`config.mk`:
```
export PLATFORM = sky130hd
export DESIGN_NAME = signed_mult_ctrl
export DESIGN_NICKNAME = d
export VERILOG_FILES = /design/src/rtl/signed_mult_ctrl.sv
export SDC_FILE = /design/constraint.sdc
export NUM_CORES = 1
export LEC_CHECK = 0
export ABC_AREA = 1
export BUFFER_PORTS_ARGS = -buffer_cell sky130_fd_sc_hd__buf_2
export CELL_PAD_IN_SITES_DETAIL_PLACEMENT = 0
export CELL_PAD_IN_SITES_GLOBAL_PLACEMENT = 1
export CORE_MARGIN = 5
export CORE_UTILIZATION = 45
export DETAILED_ROUTE_END_ITERATION = 10
export HOLD_SLACK_MARGIN = 0.15
export PLACE_DENSITY = 0.95
export SYNTH_ARGS = -nofsm -noshare
export SYNTH_HDL_FRONTEND = slang
export SYNTH_SLANG_ARGS = --single-unit
```
`constraint.sdc`:
```
create_clock -name clk -period 3.3 [get_ports clk]
set_input_delay 0.33 -clock clk [delete_from_list [all_inputs] [get_ports clk]]
set_output_delay 0.33 -clock clk [all_outputs]
set_load 0.005 [all_outputs]
```
`src/rtl/signed_mult_ctrl.sv`:
```
// Sequential signed shift-add multiplier: done pulses N+3 cycles after the accepting edge, one multiply per N+4 cycles.
// start is only sampled in IDLE; requests while busy are dropped, not queued.
module signed_mult_ctrl #(
    parameter int N = 8
) (
    input  logic           clk,
    input  logic           reset,
    input  logic           start,
    input  logic [N-1:0]   a_in,
    input  logic [N-1:0]   b_in,
    output logic           busy,
    output logic           done,
    output logic [2*N-1:0] product,
    output logic           shift_en,
    output logic           add_en
);

    localparam int CW = (N > 2) ? $clog2(N) : 1;
    localparam logic [CW-1:0] LAST_CNT = CW'(N - 1);

    typedef enum logic [2:0] {
        IDLE,
        LOAD,
        CALC,
        SIGN,
        DONE
    } state_t;

    state_t state, next_state;

    logic [N-1:0]   a_reg;
    logic [N-1:0]   b_reg;
    logic           sign_flag;
    logic [N-1:0]   mag_a;
    logic [N-1:0]   mult;
    logic [2*N-1:0] acc;
    logic [CW-1:0]  cnt;
    logic [N:0]     sum;
    logic [2*N-1:0] signed_res;

    always_ff @(posedge clk) begin
        if (!reset) begin
            state <= IDLE;
        end else begin
            state <= next_state;
        end
    end

    always_comb begin
        next_state = state;
        busy       = 1'b1;
        done       = 1'b0;
        shift_en   = 1'b0;
        add_en     = 1'b0;
        case (state)
            IDLE: begin
                busy = 1'b0;
                if (start) begin
                    next_state = LOAD;
                end
            end
            LOAD: next_state = CALC;
            CALC: begin
                shift_en = 1'b1;
                add_en   = mult[0];
                if (cnt == LAST_CNT) begin
                    next_state = SIGN;
                end
            end
            SIGN: next_state = DONE;
            DONE: begin
                done       = 1'b1;
                next_state = IDLE;
            end
            default: next_state = IDLE;
        endcase
    end

    // Carry lands in bit N of sum, so the shifted-in top bit is never lost.
    always_comb begin
        sum        = {1'b0, acc[2*N-1:N]} + (mult[0] ? {1'b0, mag_a} : '0);
        signed_res = sign_flag ? ('0 - acc) : acc;
    end

    always_ff @(posedge clk) begin
        if (!reset) begin
            a_reg     <= '0;
            b_reg     <= '0;
            sign_flag <= 1'b0;
            mag_a     <= '0;
            mult      <= '0;
            acc       <= '0;
            cnt       <= '0;
            product   <= '0;
        end else begin
            case (state)
                IDLE: begin
                    if (start) begin
                        a_reg     <= a_in;
                        b_reg     <= b_in;
                        sign_flag <= a_in[N-1] ^ b_in[N-1];
                    end
                end
                LOAD: begin
                    // -2^(N-1) negates to itself, which reads correctly as an unsigned magnitude.
                    mag_a <= a_reg[N-1] ? ('0 - a_reg) : a_reg;
                    mult  <= b_reg[N-1] ? ('0 - b_reg) : b_reg;
                    acc   <= '0;
                    cnt   <= '0;
                end
                CALC: begin
                    acc  <= {sum, acc[N-1:1]};
                    mult <= mult >> 1;
                    if (cnt != LAST_CNT) begin
                        cnt <= cnt + CW'(1);
                    end
                end
                SIGN: product <= signed_res;
                default: ;
            endcase
        end
    end

endmodule

```
==> run metrics <==
area growth from synthesis to layout=11.2%; Slew @ Worst Pin=0.598 ns; Arrival @ worst endpoint=1.59 ns; initial core utilization=45.7%; Post-Synthesis Cells=538; Final Power=1.97 mW; Distinct cells, synth=35; later-pin clock latency in the skew report=0.34 ns; delay-heaviest family, CP=buffers and inverters; Setup Skew=0.0102 ns; root buf cell=clkbuf_8; post-cts resize count=0; setup TNS=0 ns; GPL Wtd Cong=0.872; cts-stage hold buffer count=0; clk sinks=71; critical path data required time=2.97 ns; first-pass GRT wire length=14000 µm; clock buffer depth=2; Final Max Slew Viols=0; yosys warns=0; Clock power frac=39.2%; Post-synth EDFFs=0; Seq/Total Area, Yosys=38.3%; Max VDD drop=0.236 mV; syn_area_per_cell=6.90 µm²; Hold Path Depth=3; total nets after synthesis=571; Setup CP Type=reg2out; combinational power share=12.8%; Main synth FF type=dfxtp_1; Largest stage delay, worst path=0.36 ns; final worst path period share=58.0%; Reg area=0.00142 mm²; final net count=598; chip height=101 µm; wire per inst=12.1 µm; Worst R2R Setup Slack=1.53 ns; I/O pins=39; Slew headroom=60.0%; die area=0.0102 mm²; clk slew on worst S/H paths=0.07 ns; Die X-Extent=101 µm; NetSw=0.515 mW; fill count=815; Pleak=1.95 nW; HP Class=in2reg; # DRC=0; area of the multi-input gates=0.00190 mm²; Setup crit start kind=flop; Total Routing Usage GR=17.2%; Flop pwr share=48.0%; Hold Startpoint=b_in[6]; synthesized area=0.00371 mm²; leading area contributor after synthesis=dfxtp_1; antenna violations before repair=0; share of flip-flops with an asynchronous set or reset=0%; grt ovf=0; worst-case reg-to-reg path depth=11; top cells by area, synth=dfxtp_1 (38%), nand2_1 (13%), a21oi_1 (8.0%); r2r endpoint=acc[13]; Hold EP=b_reg[6]; minimum clock period=1.92 ns; CP Cell Sequence=nor2_2, nand2_4, inv_2, buf_2; antenna cells=0; internal power=1.46 mW; routed wire length=8140 µm; CORE AREA=0.00813 mm²; antenna-violating nets left=0; CTS tree=yes; Port Buffers=38; htree depth=3; number of DRC markers in iteration 0=161; Max Cap Violations=0; Via-to-Cell Ratio=5.01; share of cells above drive strength 1=12.6%; fmax=522 MHz; Yosys top cell area share=38.3%; DRT Pass-1 Iters=4; worst reg2reg startpoint=mult[0]; cts bufs inserted=9; leading cell type in the layout, fill and taps excluded=nand2_1; largest net degree at the start of global routing=33; Worst path slowest cell=dfxtp_1; Net Sw Frac=26.1%; worst-path fanout max=21; Worst path depth=4; unrepaired setup endpoints after global routing=no; final setup violation count=0; Setup Buffers After CTS=0; Buf/Inv on CP=2; outcome=finished, final reports clean; vias in the first global route=3115; dpl hpwl=5960 µm; Critical Path Sink Type=primary output; final hold violations=0; #FFs+latches synth=71; biggest regs=acc: 16 flops, product: 16 flops; via count=3379; PD cells=478 mW/mm²; most frequent cells in the layout=nand2_1 (133), dfxtp_1 (71), inv_1 (60), a21oi_1 (59), nor2_1 (44); FP Rows=33
-- per-stage QoR --
step	setup WS (ns)	hold slack, ns	cell area, µm²	util [%]	std cells
CTS	1.36	0.240	4130	50.8	675
finish	1.38	0.257	4130	50.8	675
global placement	1.59	0.453	3910	48.0	659
global route	1.27	0.245	4130	50.8	675
detailed placement	1.52	0.456	3910	48.0	659
floorplan	1.59	0.433	3710	-	538
-- Yosys cell counts, drive strengths merged, types with 2 or more instances --
cell	n
nand2	138
clkbuf	10
nand3b	5
ha	13
nor2	47
o21ai	49
a31oi	5
nand4	4
a21oi	59
buf	14
nand3	37
inv	65
xor2	8
dfxtp	71
nor3	5
or2	2
-- area by class of cell --
type	count	area share [%]
Clock inverter	3	1.58
Tap cell	105	3.18
Multi-Input combinational cell	378	46.0
Timing Repair Buffer	40	4.97
Clock buffer	13	3.85
Inverter	65	5.97
Sequential cell	71	34.4
-- cells by family after synthesis --
family	synth area share [%]
DFF	38.3
buffers and inverters	10.5
AOI/OAI and AO/OA	16.6
and+or+nand+nor	27.8
xor gates and xnor gates	1.89
adders and majority gates	4.92
-- worst register-to-register path, stage by stage (launching register included) --
cell and delay (ns):
dfxtp_1 0.39, nand2_1 0.09, inv_1 0.04, ha_1 0.20, fa_1 0.41, nand3_1 0.09, nand2_1 0.08, nand2_1 0.10
nand2_1 0.06, nand2_1 0.06, nand3_1 0.06, a21oi_1 0.13
-- power groups by stage --
stage                     sequential [mW]  clock [mW]  combinational [mW]
final                               0.947       0.775               0.252
after global routing                0.955       0.838               0.290
after CTS                           0.947       0.794               0.256
after detailed placement            0.967           0               0.254
after global placement              0.965           0               0.248
after floorplan                     0.950           0               0.217
-- layer usage --
layer  GRT usage [%]  vias to the layer above  share of wire (%)
met3            3.94                       16                4.6
met4            7.88                        0                2.2
met2            28.4                       62                 49
li1                -                     1793                  -
met5               0                        -                  0
met1            21.3                     1508                 45
-- worst max path at each step --
stage	from	end	slack (ns)
CTS	state[2]	shift_en	1.36
global placement	state[0]	product[2]	1.59
floorplan	mult[0]	acc[15]	1.59
detailed placement	state[0]	product[2]	1.52
global route	state[2]	shift_en	1.27
finish	state[2]	shift_en	1.38
(Power assumes the default switching activity.)
